==> src/rtl/acc_pkg.sv <==
// -----------------------------------------------------------------------------
// acc_pkg
// Shared types and constants for the AES stage stream wrapper.
//   aes_wrap_state_t : wrapper control states
//   MODE_IN_STREAM   : mode bit index selecting the streamed input path
//   MODE_OUT_STREAM  : mode bit index selecting the streamed output path
// -----------------------------------------------------------------------------
package acc_pkg;

   typedef enum logic [2:0] {
      IDLE,
      LOAD,
      START,
      COMPUTE,
      DRAIN
   } aes_wrap_state_t;

   localparam int MODE_IN_STREAM  = 1;
   localparam int MODE_OUT_STREAM = 0;

endpackage

==> src/rtl/aes_beat_gearbox.sv <==
// -----------------------------------------------------------------------------
// aes_beat_gearbox
// Word <-> beat shift register with a beat counter. A parallel load replaces the
// whole word; each shift moves the word up by one beat, inserting i_beat at the
// LSB end. The MSB beat of o_word is therefore always the next beat to emit,
// and after WORD_W/BEAT_W shifts the first beat shifted in sits at the MSB end.
// Ports:
//   clk, rst_n   clock, async active-low reset
//   i_load       parallel load of i_load_word (also clears the beat counter)
//   i_load_word  word to load
//   i_shift      shift by one beat
//   i_beat       beat inserted at the LSB end on a shift
//   o_word       current word
//   o_last       beat counter is on the final beat of the word
// -----------------------------------------------------------------------------
module aes_beat_gearbox
   import acc_pkg::*;
#(
   parameter int WORD_W = 128,
   parameter int BEAT_W = 64
)(
   input  logic              clk,
   input  logic              rst_n,
   input  logic              i_load,
   input  logic [WORD_W-1:0] i_load_word,
   input  logic              i_shift,
   input  logic [BEAT_W-1:0] i_beat,
   output logic [WORD_W-1:0] o_word,
   output logic              o_last
);

   localparam int BEATS = WORD_W / BEAT_W;
   localparam int CNT_W = (BEATS > 1) ? $clog2(BEATS) : 1;

   logic [WORD_W-1:0] r_word;
   logic [CNT_W-1:0]  r_cnt;
   logic [WORD_W-1:0] w_shifted;

   generate
      if (BEATS == 1) begin : g_single
         assign w_shifted = i_beat;
      end else begin : g_multi
         assign w_shifted = {r_word[WORD_W-BEAT_W-1:0], i_beat};
      end
   endgenerate

   assign o_last = (r_cnt == CNT_W'(BEATS - 1));
   assign o_word = r_word;

   // NOTE: the data register is reset as well, so a transaction aborted by reset
   // never exposes a stale partial block on the core or result ports.
   always_ff @(posedge clk or negedge rst_n) begin
      if (!rst_n) begin
         r_word <= '0;
         r_cnt  <= '0;
      end else if (i_load) begin
         // NOTE: sequential state uses non-blocking assignments so every register
         // samples pre-edge values regardless of block ordering.
         r_word <= i_load_word;
         r_cnt  <= '0;
      end else if (i_shift) begin
         r_word <= w_shifted;
         r_cnt  <= o_last ? '0 : r_cnt + 1'b1;
      end
   end

endmodule

==> src/rtl/aes_stage_stream_wrapper.sv <==
// -----------------------------------------------------------------------------
// aes_stage_stream_wrapper
// Valid/ready wrapper around one external multi-round AES stage core. Gathers a
// block plus NUM_KEYS round keys (streamed as beats or as one forward bundle),
// pulses core_start, waits for core_done with a timeout, then returns the result
// as beats or as one forward word. Counts completed blocks.
// Ports:
//   clk, rst_n                        clock, async active-low reset
//   mode[1:0]                         [1] stream input, [0] stream output
//   in_valid/in_ready/in_data         upstream beat stream (MSB beat first)
//   fwd_in_valid/ready/data           forward bundle {key[N-1..0], data}
//   out_valid/out_ready/out_data      downstream beat stream (MSB beat first)
//   fwd_out_valid/ready/data          forward result word
//   core_start/core_data/core_keys    launch pulse and operands to the core
//   core_done/core_result             single-cycle completion from the core
//   err_timeout                       one-cycle pulse when the core times out
//   blk_count                         completed blocks, wrapping
// -----------------------------------------------------------------------------
module aes_stage_stream_wrapper
   import acc_pkg::*;
#(
   parameter int BEAT_W   = 64,
   parameter int BLOCK_W  = 128,
   parameter int NUM_KEYS = 4,
   parameter int TIMEOUT  = 64
)(
   input  logic                           clk,
   input  logic                           rst_n,
   input  logic [1:0]                     mode,
   input  logic                           in_valid,
   output logic                           in_ready,
   input  logic [BEAT_W-1:0]              in_data,
   input  logic                           fwd_in_valid,
   output logic                           fwd_in_ready,
   input  logic [(1+NUM_KEYS)*BLOCK_W-1:0] fwd_in_data,
   output logic                           out_valid,
   input  logic                           out_ready,
   output logic [BEAT_W-1:0]              out_data,
   output logic                           fwd_out_valid,
   input  logic                           fwd_out_ready,
   output logic [BLOCK_W-1:0]             fwd_out_data,
   output logic                           core_start,
   output logic [BLOCK_W-1:0]             core_data,
   output logic [NUM_KEYS*BLOCK_W-1:0]    core_keys,
   input  logic                           core_done,
   input  logic [BLOCK_W-1:0]             core_result,
   output logic                           err_timeout,
   output logic [31:0]                    blk_count
);

   localparam int BUNDLE_W = (1 + NUM_KEYS) * BLOCK_W;
   localparam int TO_W     = $clog2(TIMEOUT);

   generate
      if (BLOCK_W % BEAT_W != 0) begin : g_bad_beat
         $error("BLOCK_W must be a multiple of BEAT_W");
      end
      if (NUM_KEYS < 1 || NUM_KEYS > 10) begin : g_bad_keys
         $error("NUM_KEYS must be in 1..10");
      end
      if (TIMEOUT < 2) begin : g_bad_timeout
         $error("TIMEOUT must be at least 2");
      end
   endgenerate

   aes_wrap_state_t   r_state;
   aes_wrap_state_t   w_next;
   logic [1:0]        r_mode;
   logic [TO_W-1:0]   r_to_cnt;
   logic [31:0]       r_blk_count;

   logic [BUNDLE_W-1:0] w_load_word;
   logic [BUNDLE_W-1:0] w_load_reg;
   logic                w_load_last;
   logic [BLOCK_W-1:0]  w_res;
   logic                w_drain_last;
   logic                w_in_hs;
   logic                w_fwd_hs;
   logic                w_out_hs;
   logic                w_res_load;

   // The load shift register holds {data, key0, ..., key[N-1]} from MSB to LSB,
   // which is the order beats arrive in. The forward bundle is reordered into
   // the same layout so both input paths share one register.
   assign w_load_word[NUM_KEYS*BLOCK_W +: BLOCK_W] = fwd_in_data[BLOCK_W-1:0];
   assign core_data = w_load_reg[NUM_KEYS*BLOCK_W +: BLOCK_W];
   generate
      for (genvar i = 0; i < NUM_KEYS; i++) begin : g_keys
         assign w_load_word[(NUM_KEYS-1-i)*BLOCK_W +: BLOCK_W] = fwd_in_data[(i+1)*BLOCK_W +: BLOCK_W];
         assign core_keys[i*BLOCK_W +: BLOCK_W] = w_load_reg[(NUM_KEYS-1-i)*BLOCK_W +: BLOCK_W];
      end
   endgenerate

   assign w_in_hs    = in_valid & in_ready;
   assign w_fwd_hs   = fwd_in_valid & fwd_in_ready;
   assign w_out_hs   = out_valid & out_ready;
   assign w_res_load = (r_state == COMPUTE) & core_done;

   aes_beat_gearbox #(.WORD_W(BUNDLE_W), .BEAT_W(BEAT_W)) u_load (
      .clk         (clk),
      .rst_n       (rst_n),
      .i_load      (w_fwd_hs),
      .i_load_word (w_load_word),
      .i_shift     (w_in_hs),
      .i_beat      (in_data),
      .o_word      (w_load_reg),
      .o_last      (w_load_last)
   );

   aes_beat_gearbox #(.WORD_W(BLOCK_W), .BEAT_W(BEAT_W)) u_drain (
      .clk         (clk),
      .rst_n       (rst_n),
      .i_load      (w_res_load),
      .i_load_word (core_result),
      .i_shift     (w_out_hs),
      .i_beat      ('0),
      .o_word      (w_res),
      .o_last      (w_drain_last)
   );

   assign out_data     = out_valid ? w_res[BLOCK_W-1 -: BEAT_W] : '0;
   assign fwd_out_data = fwd_out_valid ? w_res : '0;
   assign blk_count    = r_blk_count;

   always_ff @(posedge clk or negedge rst_n) begin
      if (!rst_n) r_state <= IDLE;
      else        r_state <= w_next;
   end

   always_comb begin
      // NOTE: every output of this block gets a default first so no latch is inferred.
      w_next        = r_state;
      in_ready      = 1'b0;
      fwd_in_ready  = 1'b0;
      core_start    = 1'b0;
      out_valid     = 1'b0;
      fwd_out_valid = 1'b0;
      err_timeout   = 1'b0;
      case (r_state)
         IDLE: begin
            // Live mode decides which valid starts a transaction; it is latched here.
            if (mode[MODE_IN_STREAM] ? in_valid : fwd_in_valid) w_next = LOAD;
         end
         LOAD: begin
            if (r_mode[MODE_IN_STREAM]) begin
               in_ready = 1'b1;
               if (in_valid && w_load_last) w_next = START;
            end else begin
               fwd_in_ready = 1'b1;
               if (fwd_in_valid) w_next = START;
            end
         end
         START: begin
            core_start = 1'b1;
            w_next     = COMPUTE;
         end
         COMPUTE: begin
            if (core_done) begin
               w_next = DRAIN;
            end else if (r_to_cnt == TO_W'(TIMEOUT - 1)) begin
               err_timeout = 1'b1;
               w_next      = IDLE;
            end
         end
         DRAIN: begin
            if (r_mode[MODE_OUT_STREAM]) begin
               out_valid = 1'b1;
               if (out_ready && w_drain_last) w_next = IDLE;
            end else begin
               fwd_out_valid = 1'b1;
               if (fwd_out_ready) w_next = IDLE;
            end
         end
         default: w_next = IDLE;
      endcase
   end

   always_ff @(posedge clk or negedge rst_n) begin
      if (!rst_n) begin
         r_mode      <= '0;
         r_to_cnt    <= '0;
         r_blk_count <= '0;
      end else begin
         if (r_state == IDLE && w_next == LOAD) r_mode <= mode;
         if (r_state == START)        r_to_cnt <= '0;
         else if (r_state == COMPUTE) r_to_cnt <= r_to_cnt + 1'b1;
         // Only a fully drained result counts; a timeout returns to IDLE from COMPUTE.
         if (r_state == DRAIN && w_next == IDLE) r_blk_count <= r_blk_count + 32'd1;
      end
   end

endmodule

==> config.mk <==
export PLATFORM = sky130hd
export DESIGN_NAME = aes_stage_stream_wrapper
export DESIGN_NICKNAME = d
export VERILOG_FILES = /design/src/rtl/acc_pkg.sv /design/src/rtl/aes_beat_gearbox.sv /design/src/rtl/aes_stage_stream_wrapper.sv
export SDC_FILE = /design/constraint.sdc
export NUM_CORES = 2
export LEC_CHECK = 0
export BUFFER_PORTS_ARGS = -buffer_cell sky130_fd_sc_hd__buf_4
export CAP_MARGIN = 20
export CORE_AREA = 2 2 661 663
export DETAILED_ROUTE_END_ITERATION = 12
export DIE_AREA = 0 0 663 665
export PLACE_DENSITY = 0.3
export SLEW_MARGIN = 20
export SYNTH_ARGS = -nofsm -noshare
export SYNTH_HDL_FRONTEND = slang
export SYNTH_HIERARCHICAL = 1
export SYNTH_SLANG_ARGS = --single-unit
==> constraint.sdc <==
create_clock -name clk -period 3.5 [get_ports clk]
set_clock_uncertainty 0.05 [all_clocks]
set_input_delay 0.875 -clock clk [delete_from_list [all_inputs] [get_ports clk]]
set_output_delay 0.875 -clock clk [all_outputs]
set_load 0.05 [all_outputs]
==> key figures <==
Worst setup path
  – Reg2reg end: u_load/o_word[571]
  – Crit start category: flip-flop
  – Most frequent CP cell: buf_12
  – R2r setup slk: between 0.4 and 0.5 ns
  – CP max stage delay: between 0.4 and 0.5 ns
  – Buf/Inv on CP: 4
  – Crit. End Element: primary output
  – CP max-delay cell: or3b_4
  – Arrival time worst endpoint: 2.59 ns
  – CP required: 2.57 ns
  – Worst R2R Path Depth: 10
  – Worst Path Max Fanout: 5
  – Reg-to-Reg Start: r_state[1]
  – Worst path top cell family by delay: simple AND/OR/NAND/NOR gates
  – CP Class: reg -> out
  – Crit path cell chain: or3b_4 > nor2_4 > buf_12 > buf_12 > clkbuf_16 > and2_4 > buf_8

Floorplanning
  – Core area: 433000 µm²
  – Row count: 242
  – Num ports: between 1500 and 2000
  – Die ar.: 441000 µm²
  – Die Height: 665 µm
  – Initial Util: 9.15%
  – DIE WIDTH: roughly 660 µm

STA
  – Tightest Pin Transition: 0.908 ns
  – Final hold violations: 0
  – Worst slew margin: approximately two fifths
  – RSZ-0062 raised after global routing: yes
  – Setup WS post-layout: -0.0105 ns
  – Final setup vio count: 4
  – Fin crit period: approximately 3.5 ns
  – Fmax: 0.285 GHz
  – Pins Over Slew Limit: 0
  – Post-route clock period utilization: 100%

GRT
  – Vias in the first global route: 38700
  – Initial antenna violation count: about 220
  – First-pass GRT wire length: 459 mm
  – Largest net degree at the start of global routing: 102
  – GRT Overall Usage: between 15 and 20%
  – Gr ovfl total: 0

Route
  – Drt initial violations: between 2000 and 2500
  – DRT Pass-1 Iters: 5
  – Routed Antenna Nets: 0
  – Vias per cell: 3.31
  – Wirelength per Cell: about 32 µm
  – Remaining DRCs: 0
  – Final wirelength: 367 mm
  – Via count: 37800

Yosys
  – Synth Cell Area: 39700 µm²
  – Post-synthesis cell count: around 3800
  – Synth area leader: dfrtp_1
  – Most used DFF post-synth: dfrtp_1
  – Syn_area_per_cell: 10.5 µm²
  – Sequential cell area fraction in the yosys report: 51.5%
  – Synth Area in Adders: less than 1%
  – EDFF count, synth: 0
  – Share of the synthesized area in the top cell type: 51.5%
  – Top-count cell post-synth: dfrtp_1
  – Synth cell types: 43
  – Largest family of logic cells by synthesized area: multiplexers
  – Simple-gate share of the synthesized area: a little under an eighth
  – #FFs+latches synth: a little over 800
  – FFs w/ async S/R, synth: 100%
  – Top cells by area, synth: dfrtp_1, mux2i_1, o21ai_1
  – Synth top cells by count: dfrtp_1, nand2_1, mux2i_1
  – Synth warn: 6
  – Post-Synth XOR/XNOR Area: less than 1%
  – Mux contribution to synthesized area: slightly below 20%
  – Complex-gate fraction of the synthesized area: 10.0%

Clocking
  – Clk pin slew, worst setup/hold paths: 0.06 ns
  – Clock tree buffer depth: 4
  – CTS Buf Count: 122
  – CTS root buf: clkbuf_16
  – Clock Latency Late Sink: 0.89 ns
  – H-Tree Depth: 3
  – CTS sink cnt: 816
  – CTS tree: yes

Layout
  – Seq. cell area: 20400 µm²
  – Syn-to-layout area delta: 63.7%
  – Final core occ: 15.0%
  – Area occupied by multi-input gates: 17200 µm²
  – Fill cells: 49000
  – Design Area, Final: approximately 65000 µm²
  – Final net count: 6399
  – Share of cells above drive strength 1: 38.2%

Power and ir drop
  – PD cells: 1070 nW/µm²
  – Flop pwr share: 32.4%
  – Peak VDD IR: between 0.0005 and 0.0006 V
  – Combinational power share: between 40% and 50%
  – Clock group share of total power: 19.2%
  – Switch share: 54.6%
  – Psw: 37800 µW
  – Lkg Pwr: 0.0269 µW
  – Int Pwr: 31500 µW

Run status
  – Failing checks: negative setup slack
  – Status: finished with violations

Place
  – GPL Wtd Cong: ~0.94
  – Pre-CTS setup slack: 0.361 ns
  – Placed Area: 59200 µm²
  – Count of input and output buffers: 1710
  – DP Wirelength: between 300 and 400 mm

Hold path
  – Min-Delay Endpoint: u_drain/o_word[60]
  – Worst hold path class: in -> reg
  – Min-delay src: core_result[60]
  – Hold path depth: 3

Flow run
  – Max-Cap Viols: 0
## what timing repair did
| action | 4_1_cts | 5_1_grt |
|---|---|---|
| setup buffers | 10 | 3 |
| setup endpoints to repair | 131 | 191 |
| pin swaps | 2 | 1 |
| gates resized for setup | 217 | 94 |
| hold buffers | 1 | 0 |
| endpoints found under the hold margin | 20 | 0 |
| cloned | 6 | 4 |
## metrics by stage
step,std cells,setup TNS (ns),hold slack (ns),total power (µW)
2_1_floorplan,3835,0,0.416,37800
3_3_place_gp,11100,0,0.440,56600
3_5_place_dp,11100,0,0.447,56700
4_1_cts,11400,-10.62,0.0258,70700
5_1_grt,11400,-10.07,0.0746,72300
6_report,11400,-0.0313,0.139,69300
## placed cells by master (no fill, tap or decap), types with 18 or more instances in the layout
master,instances
o21ai_0,27
clkbuf_16,127
and3_1,64
buf_8,56
diode_2,39
xnor2_1,26
o21ai_1,747
buf_6,120
nand2_1,794
and2_4,55
and2_1,76
buf_4,1640
clkinv_2,24
buf_12,54
mux2i_1,770
clkbuf_1,18
clkbuf_8,26
conb_1,64
dfrtp_1,814
## metal layers
metal  wire, µm  part of all wire (%)  vias to the layer above  track usage (%)
met1     152000                    41                    19100             19.9
li1           -                     -                    16600                -
met5        509                  0.14                        -                0
met4      10100                   2.7                       80             3.71
met2     178000                    49                     1568             27.3
met3      26700                   7.3                      474             4.24
## worst register-to-register path, cell delays in order, from the launching register on
cell,delay [ns]
dfrtp_2,0.40
buf_4,0.15
buf_4,0.13
buf_4,0.13
nor2_1,0.16
and3_1,0.25
and2_4,0.42
buf_4,0.36
buf_12,0.32
mux2i_1,0.35
o21ai_1,0.08
## cell families after synthesis
family	Yosys count
AOI/OAI and AO/OA	789
xor gates and xnor gates	32
adders and majority gates	4
buffers and inverters	292
DFF	816
muxes	773
other	1
and+or+nand+nor	1065
## worst max-delay path by stage
stage | from | endpoint | depth (start not counted)
final | r_state[0] | fwd_out_data[106] | 7
after global routing | r_state[0] | fwd_out_data[47] | 6
after CTS | r_state[1] | fwd_out_data[100] | 7
after detailed placement | r_state[1] | fwd_out_data[91] | 5
after global placement | r_state[1] | fwd_out_data[127] | 5
after floorplan | core_done | err_timeout | 1
## registers in the layout (all words and copies together), names as in the netlist
signal / count
r_mode: 2
r_to_cnt: 6
blk_count: 32
u_drain/o_last: 1
u_load/r_cnt: 4
u_drain/o_word: 128
u_load/o_word: 640
r_state: 3
## final cells by class
type                       instances  share of cell area (%)
multi-input combinational       2727                    26.4
clock inverter                    49                   0.981
clock buffer                     167                    5.39
antenna                           39                   0.150
timing repair buffer            1883                    24.5
inverter                           4                  0.0231
tap                             5734                    11.0
sequential                       816                    31.4
## power groups by stage
stage	logic, µW	registers (µW)	clock network [µW]
finish	33500	22500	13300
global route	35200	23000	14200
CTS	34000	22700	13900
detailed placement	33800	22800	0
global placement	33700	22900	0
floorplan	9370	28400	0
Power figures use the tool's default switching activity.
